[src/rtl/pending_event_arbiter.sv]
// Pending-event arbiter: captures request pulses into sticky pending bits
// and offers the lowest-numbered unmasked one over a valid/ready handshake.
//
// Ports:
//   clk          rising-edge clock
//   reset        synchronous, active-high reset
//   req[N]       event pulses, each sets its pending bit
//   mask[N]      1 = bit is held back from being offered (stays pending)
//   clr_lost     clears the sticky lost flag
//   out_valid    an offer is presented on out_pos
//   out_ready    consumer accepts the current offer
//   out_pos      index of the offered pending bit
//   pending[N]   registered pending vector
//   served_count accepted offers, modulo 256
//   lost         sticky: a request hit a bit that was already pending
module pending_event_arbiter #(
    parameter int N     = 4,
    parameter int IDX_W = 2
) (
    input  logic             clk,
    input  logic             reset,
    input  logic [N-1:0]     req,
    input  logic [N-1:0]     mask,
    input  logic             clr_lost,
    output logic             out_valid,
    input  logic             out_ready,
    output logic [IDX_W-1:0] out_pos,
    output logic [N-1:0]     pending,
    output logic [7:0]       served_count,
    output logic             lost
);

    typedef enum logic {
        IDLE  = 1'b0,
        OFFER = 1'b1
    } state_t;

    state_t           state_q, state_d;
    logic [N-1:0]     pending_q, pending_d;
    logic [IDX_W-1:0] out_pos_q, out_pos_d;
    logic [7:0]       served_count_q, served_count_d;
    logic             lost_q, lost_d;

    logic             hs;
    logic [N-1:0]     clr;
    logic [N-1:0]     cand;
    logic [N-1:0]     rem;
    logic             collide;

    // Bit 0 has the highest priority, so scan downwards and let the
    // lowest set bit overwrite any higher one found earlier.
    function automatic logic [IDX_W-1:0] lowest_set(input logic [N-1:0] v);
        logic [IDX_W-1:0] r;
        r = '0;
        for (int i = N - 1; i >= 0; i--) begin
            if (v[i]) begin
                r = IDX_W'(i);
            end
        end
        return r;
    endfunction

    assign out_valid    = (state_q == OFFER);
    assign out_pos      = out_pos_q;
    assign pending      = pending_q;
    assign served_count = served_count_q;
    assign lost         = lost_q;

    assign hs = out_valid & out_ready;

    always_comb begin
        clr = '0;
        for (int i = 0; i < N; i++) begin
            clr[i] = hs && (out_pos_q == IDX_W'(i));
        end
    end

    // Candidates come from the registered pending vector only; a request
    // arriving this cycle is not visible until the next one.
    assign cand    = pending_q & ~mask;
    assign rem     = cand & ~clr;
    assign collide = |(req & pending_q & ~clr);

    always_comb begin
        pending_d = (pending_q & ~clr) | req;
    end

    // A new collision takes precedence over a clear request.
    always_comb begin
        lost_d = lost_q;
        if (collide) begin
            lost_d = 1'b1;
        end else if (clr_lost) begin
            lost_d = 1'b0;
        end
    end

    always_comb begin
        state_d        = state_q;
        out_pos_d      = out_pos_q;
        served_count_d = served_count_q;
        unique case (state_q)
            IDLE: begin
                if (cand != '0) begin
                    out_pos_d = lowest_set(cand);
                    state_d   = OFFER;
                end
            end
            OFFER: begin
                // The offer is frozen until accepted, whatever happens to
                // mask or to higher-priority requests meanwhile.
                if (hs) begin
                    served_count_d = served_count_q + 8'd1;
                    if (rem != '0) begin
                        out_pos_d = lowest_set(rem);
                    end else begin
                        state_d = IDLE;
                    end
                end
            end
            default: begin
                state_d = IDLE;
            end
        endcase
    end

    always_ff @(posedge clk) begin
        if (reset) begin
            state_q        <= IDLE;
            pending_q      <= '0;
            out_pos_q      <= '0;
            served_count_q <= '0;
            lost_q         <= 1'b0;
        end else begin
            state_q        <= state_d;
            pending_q      <= pending_d;
            out_pos_q      <= out_pos_d;
            served_count_q <= served_count_d;
            lost_q         <= lost_d;
        end
    end

endmodule

[config.mk]
export PLATFORM = sky130hd
export DESIGN_NAME = pending_event_arbiter
export DESIGN_NICKNAME = d
export VERILOG_FILES = /design/src/rtl/pending_event_arbiter.sv
export SDC_FILE = /design/constraint.sdc
export NUM_CORES = 1
export LEC_CHECK = 0
export BUFFER_PORTS_ARGS = -buffer_cell sky130_fd_sc_hd__buf_2
export CAP_MARGIN = 20
export CORE_MARGIN = 2
export CORE_UTILIZATION = 51
export CTS_CLUSTER_DIAMETER = 200
export DETAILED_ROUTE_END_ITERATION = 8
export PLACE_DENSITY_LB_ADDON = 0.2
export SLEW_MARGIN = 40
export SYNTH_ARGS = -nofsm -noshare
export SYNTH_HDL_FRONTEND = slang
export SYNTH_SLANG_ARGS = --single-unit
[constraint.sdc]
create_clock -name clk -period 2.5 [get_ports clk]
set_clock_uncertainty 0.2 [all_clocks]
set_input_delay 0 -clock clk [delete_from_list [all_inputs] [get_ports clk]]
set_output_delay 0 -clock clk [all_outputs]
set_load 0.01 [all_outputs]
# == Word level (Yosys, flattened, before mapping) ==
# Cells that the tools add are included.
# classes
n_mux,18
reduce_logical,11
eq_ne,6
n_bitwise,10
n_addsub,1
# ops
operator,n
2-to-1 mux 2 bit,11
bitwise AND 4 bit,5
adder 8 x 1 -> 8 bit (second input constant),1
NOT 4 bit,2
nonzero test 4 bit,2
2-to-1 mux 1 bit,5
== test 2 bit (second input constant),2
logical AND 1 bit,4
!= test 2 x 1 -> 1 bit (second input constant),2
OR 4 bit,1
one-hot mux 2 bit (2 select lines),1
OR reduction 4 bit,1
AND reduction 3 bit,1
== test 2 x 1 -> 1 bit (second input constant),1
zero test 2 bit,1
!= test 2 bit (second input constant),1
one-hot mux 1 bit (2 select lines),1
AND reduction 2 bit,1
nonzero test 2 bit,1
bitwise AND 1 bit,1
NOT 1 bit,1
# word_totals
out_inout_bits,16
wordCells,51
inputBits,12
regBits,16

# == Logic depth before layout (Yosys ltp) ==
# logic_depth
ltp_word,11
depth_mapped,7
ltp_nobuf,5

# == Least setup slack after synthesis ==
# Ideal clock, no wire load.
# synth_timing
path_type,reg-to-reg
start,register state_q (netlist: out_valid)
end,register out_pos_q[1] (netlist: out_pos[1])
setup_slack_ps,844
setup_time_ps,115
t_required_ps,2185
period_less_slack_ps,1656
stages_incl_launch_ff,7
n_path_buf,1
arrival_time_ps,1342
path_cell_list,dfxtp_1 > buf_4 > nand2_4 > o32ai_4 > o2111ai_2 > and3_1 > o21a_1
# synth_between
elab_chain_cells,11
word_cells_on_any_way,20
cone_classes,eq/ne: 3; mux: 7; bitwise: 4; reduce/logical: 6
# synth_lines
element,line,source
start: declaration,38,"state_t state_q, state_d;"
start signal: assignment,135,state_q <= state_d;
bitwise AND 1 bit,69,assign hs = out_valid & out_ready;
logical AND 1 bit,74,clr[i] = hs && (out_pos_q == IDX_W'(i));
NOT 4 bit,81,assign rem = cand & ~clr;
bitwise AND 4 bit,81,
2-to-1 mux 2 bit (4 in series),56,if (v[i]) begin
2-to-1 mux 2 bit,114,if (rem != '0) begin
2-to-1 mux 2 bit,112,if (hs) begin
one-hot mux 2 bit (2 select lines),102,unique case (state_q)
end signal: assignment,137,out_pos_q <= out_pos_d;
end: declaration,40,"logic [IDX_W-1:0] out_pos_q, out_pos_d;"
# Parallel ways exist; a longest one is shown, timed or not. The select of a mux whose other input is x is not followed.
# A chain may end at the register's enable or synchronous reset.

# == Final worst setup path ==
# layout_timing
start,register out_pos_q[0] (netlist: out_pos[0])
end,register pending_q[3] (netlist: pending[3])
# layout_between
elab_chain_cells,5
# layout_lines
element,line,source
== test 2 bit,74,
logical AND 1 bit,74,
NOT 4 bit,85,pending_d = (pending_q & ~clr) | req;
bitwise AND 4 bit,85,
OR 4 bit,85,
end signal: assignment,136,pending_q <= pending_d;
end: declaration,39,"logic [N-1:0] pending_q, pending_d;"
# Every way passes these cells.

==> run summary <==
The count of antenna-violating nets left after detailed routing came out at 0. Yosys attributes the largest share of cell area to dfxtp_1, a21oi_1, nor2_1, xor2_1, o32ai_4. The flow ran to the end, and the final reports show no timing, DRC or antenna violations. The die boundary width is 44.2 um. The startpoint class of the critical path is a flip-flop. The initial antenna violation count came out at 0. The count of unique library cells instantiated by Yosys is 34. The worst setup path is of the reg -> reg kind. The number of buffers created by CTS is 3. The first detailed-routing pass took 4 iterations. The share of the Yosys chip area taken by registers is 0.389. The remaining max-slew budget at the tightest pin is 0.771.

The DRC violation count after routing is 0. The number of enable-type register cells in the synthesized netlist came out at 0. The HPWL after detailed placement came out at 1220 um. The clock insertion delay at the later pin of the skew report is 300 ps. In this run the vertical extent of the chip is 44.2 um. The completed layout was analyzed and its total power is 0.000613 W.

The register bit count reported by yosys came out at 16. The biggest area consumer among synthesized cells is dfxtp_1. The number of vias per cell after detailed routing came out at 5.41. Setup violations remaining at the end of the flow were counted as 0.

The clock slew at the register clock pins of the worst setup and hold paths is 100 ps. The signed area change from the synthesized netlist to the final layout is 35.3%. The clock net in this run drives a total of 16 sinks. For this block, the initial DRC count from the detailed router was 16.

At the pin with the least slew margin, the transition time is 341 ps. The count of endpoints failing hold in the final timing report came out at 0. The maximum buffer depth of the clock tree is 2.

The maximum level of the CTS H-tree came out at 1. The highest attainable clock frequency is 422 MHz. The core region is 1510 um2. Buffers placed on the I/O ports in this run total 27. The number of nets in the finished design is 147. The maximum fanout along the worst path is 8. The via count of the first global-routing pass came out at 685.

For this design the ratio of total power to cell area is 550 nW/um2. The congestion estimate from routability-driven global placement came to 0.784. The post-route setup TNS came out at 0 ps. Counting stages on the worst path, the most repeated cell is dlygate4sd3_1. Summed over all layers, the routed wires come to 1850 um.

After filler insertion, the fill cell instance count of the layout stands at 113. The total I/O pin count came out at 28. The portion of the clock cycle consumed by the worst path in the final layout came out at 0.949. The share of final-layout standard cells stronger than drive strength 1 is 0.301. The synthesized net count came out at 107. The count of yosys warnings during synthesis is 0. Setup repair after global routing left no endpoint under its margin. The share of the synthesized area in the top cell type came out at 0.389. The delay of the slowest cell on the worst path is 570 ps.

The initial utilization of the core area, before any placement, comes to 0.547. In this run the clock root is driven by a clkbuf_4. The count of vias placed by the detailed router came out at 806.

The total number of placement rows is 14. For this design, the slowest cell found on the critical path is dlygate4sd3_1. The signal on the critical path passes through nand4_1, a21oi_1, dlygate4sd3_1, nor2_1, dlygate4sd3_1.

In the synthesized netlist the async set-or-reset flop fraction comes to 0. The wire length of the first global-routing pass came out at 2960 um. The die covers 1950 um2. The CTS tree is yes. The number of slew-limit violations in the final report came to 0. The leakage power of the design is 0.513 nW. The total overflow left after global routing is 0. The post-synthesis average cell area came out at 8.76 um2.

The overall fraction of global-route tracks in use is 0.211. The number of max-cap violations came out at 0. The worst setup path is captured at a flip-flop. The number of inserted diodes is 0.

The pin count of the biggest net entering global routing came out at 18. The average wire per standard cell came out at 12.4 um. The worst path arrival time is 2370 ps. The worst hold path belongs to the class in -> reg. The time the worst path needs with I/O delays and setup came out at 2370 ps. Synthesis produced 94 cells.

The post-route worst hold slack is 115 ps. In the synthesized netlist the dominant register cell turns out to be dfxtp_1. Across the VDD grid, the largest voltage drop is 371 uV. After synthesis the cells add up to 823 um2. The critical path required time is 2500 ps.
[sequential cells by signal, indices dropped and copies added, names as in the netlist]
register / count
served_count: 8
pending: 4
out_pos: 2
lost: 1
out_valid: 1
[placed cells by master, fill, tap and decap left out, types with 3 or more instances in the layout]
cell / count
buf_2: 27
dfxtp_1: 14
dlygate4sd3_1: 12
nor2_1: 11
a21oi_1: 9
nand2_1: 5
nand3_1: 4
xor2_1: 4
inv_1: 4
and2b_1: 3
xnor2_1: 3
clkbuf_4: 3
[cell type report]
class | instances | area (um2) | area share
Clock buffer | 4 | 36.3 | 0.0326
Inverter | 4 | 15.0 | 0.0135
Multi-Input combinational cell | 70 | 464 | 0.417
Sequential cell | 16 | 323 | 0.290
Tap cell | 16 | 20.0 | 0.0180
Timing Repair Buffer | 39 | 255 | 0.229
[stage by stage]
stage,worst slack (ps),util,std cells,instance area (um2)
2_1_floorplan,844,-,94,823
3_3_place_gp,803,0.634,133,955
3_5_place_dp,730,0.634,133,955
4_1_cts,120,0.738,149,1110
5_1_grt,12.2,0.739,149,1110
6_report,129,0.739,149,1110
[worst paths after layout]
| check | end | slack [ps] | from | depth (start not counted) |
|---|---|---|---|---|
| setup / recovery | pending[3] | 130 | out_pos[0] | 5 |
| hold / removal | out_valid | 120 | mask[2] | 5 |
| setup reg to reg | pending[3] | 130 | out_pos[0] | 5 |
| hold reg to reg | served_count[1] | 310 | served_count[1] | 2 |
[logic make-up (layout without fill, tap and decap cells)]
| logic type | Yosys count | count (layout) | synth area share |
|---|---|---|---|
| fa+ha+maj | 1 | 1 | 0.0152 |
| simple gates | 41 | 41 | 0.287 |
| compound gates | 21 | 21 | 0.187 |
| flops | 16 | 16 | 0.389 |
| buf+inv | 8 | 47 | 0.0471 |
| xor+xnor | 7 | 7 | 0.0745 |
[power breakdown]
group / internal (W) / leakage (nW) / switching [W] / total [W]
clock network: 0.0000888 / 0.0210 / 0.0000876 / 0.000176
logic: 0.0000708 / 0.360 / 0.0000657 / 0.000136
registers: 0.000273 / 0.132 / 0.0000275 / 0.000300
[metal layers]
metal / GRT usage / vias to the layer above / wire (um) / share of wire
li1: - / 408 / - / -
met1: 0.288 / 365 / 861 / 0.47
met2: 0.321 / 28 / 853 / 0.46
met3: 0.0286 / 5 / 99 / 0.054
met4: 0.115 / 0 / 33 / 0.018
met5: 0 / - / 0 / 0
[cell usage after synthesis, drive strengths merged, types with 2 or more instances]
cell    number
nor2        11
a21oi        9
o31ai        2
and2b        3
nor3         2
dfxtp       16
o22ai        2
inv          4
buf          2
nand2        6
and4         2
and3         2
clkbuf       2
o21ai        3
nand2b       2
nand4        2
xnor2        3
xor2         4
a31oi        2
nand3        4
nand3b       2
[what timing repair did]
| item | CTS | global route |
|---|---|---|
| buffers inserted | 0 | 0 |
| resized for setup | 0 | 2 |
| endpoints found under the hold margin | 15 | 0 |
| setup endpoints to repair | 0 | 1 |
| hold buffers | 12 | 0 |
[critical path: cells and delay by family, from the launching register on]
family | cells | cell delay, ps
buffers and inverters | 2 | 1130
and+or+nand+nor | 2 | 250
AOI/OAI and AO/OA | 1 | 190
DFF | 1 | 510
No activity file was read; power rests on OpenSTA's default activity.
